[src/rtl/uart_prog_loader.sv]
// UART receiver feeding a little-endian word assembler that writes a program
// image into memory and releases the core once the end marker arrives.
module uart_prog_loader #(
  parameter int CLK_HZ = 50000000,
  parameter int BIT_RATE = 9600,
  parameter int WORD_BYTES = 4,
  parameter int ADDR_W = 8,
  parameter logic [8*WORD_BYTES-1:0] END_WORD = '1,
  parameter int END_COUNT = 2
) (
  input  logic                    clk,
  input  logic                    resetn,
  input  logic                    uart_rxd,
  input  logic                    uart_rx_en,
  output logic                    mem_we,
  output logic [ADDR_W-1:0]       mem_addr,
  output logic [8*WORD_BYTES-1:0] mem_wdata,
  output logic [7:0]              uart_rx_data,
  output logic                    uart_rx_valid,
  output logic                    uart_rx_break,
  output logic                    frame_err,
  output logic                    write_done,
  output logic                    overflow,
  output logic                    core_rstn,
  output logic [ADDR_W:0]         word_count
);

  localparam int CPB = CLK_HZ / BIT_RATE;
  localparam int CNT_W = $clog2(CPB) + 1;
  localparam int BW = (WORD_BYTES > 1) ? $clog2(WORD_BYTES) : 1;
  localparam logic [CNT_W-1:0] HALF_M1 = CNT_W'(CPB / 2 - 1);
  localparam logic [CNT_W-1:0] FULL_M1 = CNT_W'(CPB - 1);
  localparam logic [BW-1:0] LAST_B = BW'(WORD_BYTES - 1);
  localparam logic [ADDR_W-1:0] LAST_A = '1;
  localparam logic [2:0] END_N = 3'(END_COUNT);

  typedef enum logic [1:0] {IDLE, START, DATA, STOP} state_t;

  state_t state_q, state_d;
  logic [1:0] sync_q;
  logic prev_q;
  logic [CNT_W-1:0] cnt_q, cnt_d;
  logic [2:0] bit_q, bit_d;
  logic [7:0] sh_q, sh_d;
  logic [7:0] data_q, data_d;
  logic valid_q, valid_d;
  logic brk_q, brk_d;
  logic ferr_q, ferr_d;
  logic [BW-1:0] b_q, b_d;
  logic [8*WORD_BYTES-1:0] wdata_q, wdata_d;
  logic we_q, we_d;
  logic [ADDR_W:0] wc_q, wc_d;
  logic [2:0] endc_q, endc_d;
  logic done_q, done_d;
  logic ovf_q, ovf_d;
  logic crst_q;

  logic rx, fall, tick;

  assign rx = sync_q[1];
  assign fall = prev_q & ~rx;
  assign tick = (state_q == START) ? (cnt_q == HALF_M1)
                                   : (cnt_q == FULL_M1);

  always_ff @(posedge clk or negedge resetn) begin
    if (!resetn) begin
      state_q <= IDLE;
      sync_q  <= 2'b11;
      prev_q  <= 1'b1;
      cnt_q   <= '0;
      bit_q   <= '0;
      sh_q    <= '0;
      data_q  <= '0;
      valid_q <= 1'b0;
      brk_q   <= 1'b0;
      ferr_q  <= 1'b0;
      b_q     <= '0;
      wdata_q <= '0;
      we_q    <= 1'b0;
      wc_q    <= '0;
      endc_q  <= '0;
      done_q  <= 1'b0;
      ovf_q   <= 1'b0;
      crst_q  <= 1'b0;
    end else begin
      state_q <= state_d;
      sync_q  <= {sync_q[0], uart_rxd};
      prev_q  <= rx;
      cnt_q   <= cnt_d;
      bit_q   <= bit_d;
      sh_q    <= sh_d;
      data_q  <= data_d;
      valid_q <= valid_d;
      brk_q   <= brk_d;
      ferr_q  <= ferr_d;
      b_q     <= b_d;
      wdata_q <= wdata_d;
      we_q    <= we_d;
      wc_q    <= wc_d;
      endc_q  <= endc_d;
      done_q  <= done_d;
      ovf_q   <= ovf_d;
      crst_q  <= done_q;
    end
  end

  always_comb begin
    state_d = state_q;
    unique case (state_q)
      IDLE:  if (uart_rx_en && fall) state_d = START;
      START: if (tick) state_d = rx ? IDLE : DATA;
      DATA:  if (tick && bit_q == 3'd7) state_d = STOP;
      STOP:  if (tick) state_d = IDLE;
      default: state_d = IDLE;
    endcase
  end

  always_comb begin
    cnt_d   = (state_q == IDLE || tick) ? '0 : cnt_q + CNT_W'(1);
    bit_d   = bit_q;
    sh_d    = sh_q;
    data_d  = data_q;
    valid_d = 1'b0;
    brk_d   = 1'b0;
    ferr_d  = 1'b0;
    if (state_q == START) bit_d = '0;
    if (state_q == DATA && tick) begin
      sh_d  = {rx, sh_q[7:1]};
      bit_d = bit_q + 3'd1;
    end
    if (state_q == STOP && tick) begin
      if (rx) begin
        valid_d = 1'b1;
        data_d  = sh_q;
      end else if (sh_q == 8'h00) begin
        brk_d = 1'b1;
      end else begin
        ferr_d = 1'b1;
      end
    end
  end

  always_comb begin
    b_d     = b_q;
    wdata_d = wdata_q;
    we_d    = 1'b0;
    wc_d    = wc_q;
    endc_d  = endc_q;
    done_d  = done_q;
    ovf_d   = ovf_q;
    if (valid_q && !done_q) begin
      wdata_d[8*b_q +: 8] = data_q;
      if (b_q == LAST_B) we_d = 1'b1;
      else b_d = b_q + BW'(1);
    end
    if (we_q) begin
      wc_d = wc_q + (ADDR_W+1)'(1);
      b_d  = '0;
      if (wdata_q == END_WORD) begin
        endc_d = endc_q + 3'd1;
        if (endc_q + 3'd1 == END_N) done_d = 1'b1;
      end else begin
        endc_d = '0;
      end
      // Last address without a terminating marker: stop rather than wrap.
      if (wc_q[ADDR_W-1:0] == LAST_A && !done_d) begin
        ovf_d  = 1'b1;
        done_d = 1'b1;
      end
    end
    if (brk_q && !done_q) begin
      b_d    = '0;
      wc_d   = '0;
      endc_d = '0;
    end
  end

  assign mem_we        = we_q;
  assign mem_addr      = wc_q[ADDR_W-1:0];
  assign mem_wdata     = wdata_q;
  assign uart_rx_data  = data_q;
  assign uart_rx_valid = valid_q;
  assign uart_rx_break = brk_q;
  assign frame_err     = ferr_q;
  assign write_done    = done_q;
  assign overflow      = ovf_q;
  assign core_rstn     = crst_q;
  assign word_count    = wc_q;

endmodule

[config.mk]
export PLATFORM = sky130hd
export DESIGN_NAME = uart_prog_loader
export DESIGN_NICKNAME = d
export VERILOG_FILES = /design/src/rtl/uart_prog_loader.sv
export SDC_FILE = /design/constraint.sdc
export NUM_CORES = 1
export LEC_CHECK = 0
export BUFFER_PORTS_ARGS = -buffer_cell sky130_fd_sc_hd__buf_2
export CORE_ASPECT_RATIO = 0.8
export CORE_MARGIN = 1.5
export CORE_UTILIZATION = 46
export CTS_BUF_LIST = sky130_fd_sc_hd__clkbuf_4 sky130_fd_sc_hd__clkbuf_8
export CTS_CLUSTER_DIAMETER = 120
export DETAILED_ROUTE_END_ITERATION = 16
export PLACE_DENSITY = 0.63
export SLEW_MARGIN = 10
export SYNTH_ARGS = -nofsm -noshare
export SYNTH_HDL_FRONTEND = slang
export SYNTH_SLANG_ARGS = --single-unit
export TNS_END_PERCENT = 50
[constraint.sdc]
create_clock -name clk -period 4.7 [get_ports clk]
set_input_delay 0.235 -clock clk [delete_from_list [all_inputs] [get_ports clk]]
set_output_delay 0.235 -clock clk [all_outputs]
set_load 0.03 [all_outputs]
==> results.ini <==
[status]
status=finished clean

[pwr]
clock_power_share=0.390
p_sw_uw=365
p_int_uw=1190
p_per_area_nw_per_um2=332
power_uw=1560
seqPwrFrac=0.548
ir_worst_vdd_v=0.000195
p_sw_frac=0.235
combinationalPowerShare=0.063
leakage_uw=0.00239

[synth]
synth_common_cells=88 x dfrtp_1, 32 x a22o_1, 29 x nor2_1
synth_top_family_by_area=simple AND/OR/NAND/NOR gates
synth-seq-area-share=0.563
avgSynthCellArea_um2=12.4
ys_warn_count=0
netlist-cell-type-count=49
synthFlopType=dfrtp_1
synth_area_leaders=dfrtp_1 54%, a22o_1 6.9%, ha_1 3.4%
synthSimpleGateAreaFrac=0.161
synthAdderAreaFrac=0.0340
yosysMostFrequentCell=dfrtp_1
synthXorXnorAreaFrac=0.0432
synth_top_area_share=0.543
ys_ff_latch=91
synth_mux_area_frac=0.0596
mappedNetlistNets=341
syn_area_um2=4050
synth_compound_area_frac=0.104
ys_async_sr_fraction=1.00
synth_edf_count=0
synth_area_leader_cell=dfrtp_1
syn_inst=326

[sta]
rsz0062_at_grt=no
min_period_over_period=0.478
worst_pin_slew_ps=1040
setup_viol=0
setup_tns_ps=0
timing.fmax_mhz=445
hold_viol=0
period_needed_ps=2250
slew_violations=0
relSlewSlack=0.303
fin_skew_ps=9.60

[floorplanning]
die_h_um=87.0
die_w_um=108
initial_core_util=0.476
boundaryPins=68
row_count=30
coreArea_um2=8520
die_area_um2=9390

[layout]
final_net_count=406
drive_gt1_frac=0.298
syn_to_final_growth_pct=15.5
n_antenna_cell=0

[worst_setup_path]
worst_r2r_endpoint=sh_q[4]
endpoint_kind=flop
crit_required_ps=4940
arrival_ps=2480
regToRegSetupSlack_ps=2450
path_max_fanout=8
timing.rr.start=cnt_q[0]
startpoint_type=flop
cp_slowest_stage_delay_ps=430
critPathKind=flop to flop
slowest_stage=dfrtp_1
crit_chain=ha_1 > nor4b_4 > nand4b_2 > nor2_1 > and3_1 > mux2_2
r2r_cells=6

[placement]
portBuffers=67
place_congestion=0.789
dp_hpwl_um=5610

[clocking]
cts.sinks=91
cts_buffers=9
clk_pin_slew_ps=90
clk-insertion-delay-late_ps=350
h-tree-depth=3
ctsRootBufferMaster=clkbuf_8
cts_resized=0
cts_max_path_buffers=2
cts_tree=built

[global_routing]
grtUsageTotal=0.185
grt_first_pass_wirelength_um=13400
grt_max_degree=71
antenna_found_initial=0
grt_pass1_vias=2569
grt-ovfl-total=0

[detailed_routing]
dr.pass1.iters=5
ant_nets=0
drt-total-wl_um=8240
vias=2742
drc=0
wl_per_cell_um=16.2
first_iter_violations=115
vias_per_cell=5.40

[hold_path]
hold_path_class=primary input to flop
min_to=state_q[0]
hold_depth=3
min_from=uart_rx_en

[run]
cap_violations=0

what timing repair did:
action	in CTS	in global routing
hold endpoints to repair	22	0
buffers inserted	0	0
hold buffers	2	0
critical path, delay by kind of cell, from the launching register on:
family	cells	cell delay (ps)
fa+ha+maj	1	260
flops	1	430
simple gates	4	1080
mux	1	380
state kept, by name, summed over array words and instances (netlist names), 2 cells and up, named ones only:
name and count:
b_q 2, mem_wdata 32, cnt_q 14, sync_q 2, word_count 9, bit_q 3, sh_q 8, endc_q 3
uart_rx_data 8
stage by stage:
| step | hold WS [ps] | util | instance area [um2] | worst slack, ps | cells |
|---|---|---|---|---|---|
| finish | 249 | 0.549 | 4680 | 2450 | 508 |
| detailed placement | 138 | 0.519 | 4420 | 2490 | 490 |
| floorplan | -60.6 | - | 4050 | 2730 | 326 |
| global placement | 138 | 0.519 | 4420 | 2560 | 490 |
| CTS | 246 | 0.549 | 4680 | 2460 | 508 |
| global route | 234 | 0.549 | 4680 | 2340 | 508 |
power by group through the flow:
| stage | logic, uW | registers, uW | clock network [uW] |
|---|---|---|---|
| 4_1_cts | 98.7 | 851 | 622 |
| 5_1_grt | 112 | 858 | 657 |
| 6_report | 97.3 | 853 | 606 |
| 3_3_place_gp | 96.3 | 865 | 0 |
| 3_5_place_dp | 98.3 | 866 | 0 |
| 2_1_floorplan | 72.3 | 854 | 0 |
layer usage:
metal  wire length, um  vias up  global-route usage
met1              4120     1349               0.273
met2              3590       69               0.276
met5                 0        -                   0
li1                  -     1316                   -
met4                83        0              0.0478
met3               443        8              0.0441
final cells by class:
cell class                 instances  area, um2
tap                              112        140
inverter                           7       26.3
timing repair buffer              70        365
sequential                        91       2280
clock inverter                     5       85.1
fill                             758       3840
multi-input combinational        212       1630
clock buffer                      11        151
placed cells by master, fill, tap and decap left out, drive strengths merged, types with 2 or more instances in the layout:
master       netlist  final
dfrtp             88     88
buf               13     68
a22o              32     32
nor2              29     29
nand2             19     19
mux2              17     17
nand4             12     12
xor2              11     11
ha                11     11
clkbuf             3     11
nand3              9      9
xnor2              9      9
inv                7      7
and3               6      6
nand2b             6      6
a21oi              5      5
nor4               5      5
nand4b             4      4
nor4b              4      4
o21ai              4      4
and4               4      4
nor2b              3      3
a32o               3      3
dfstp              3      3
and4bb             2      2
o21bai             2      2
mux2i              2      2
nor3               2      2
clkinv             0      2
bufinv             0      2
dlygate4sd3        0      2
kinds of logic after synthesis:
logic type | count (synthesis)
adder cells (fa/ha/maj) | 11
flip-flops | 91
AND/OR/NAND/NOR | 110
buffers and inverters | 23
AO/OA/AOI/OAI | 52
XOR/XNOR | 20
multiplexers | 19
worst max path at each step:
| stage | from | end | slack [ps] | cells after the start |
|---|---|---|---|---|
| after floorplan | cnt_q[0] | uart_rx_data[0] | 2730 | 7 |
| after global placement | cnt_q[0] | sh_q[4] | 2560 | 6 |
| after detailed placement | cnt_q[0] | sh_q[4] | 2490 | 6 |
| after CTS | cnt_q[0] | sh_q[4] | 2460 | 6 |
| after global routing | cnt_q[0] | sh_q[7] | 2340 | 6 |
| final | cnt_q[0] | sh_q[4] | 2450 | 6 |
Note: power is estimated with default switching activity, not from simulation.
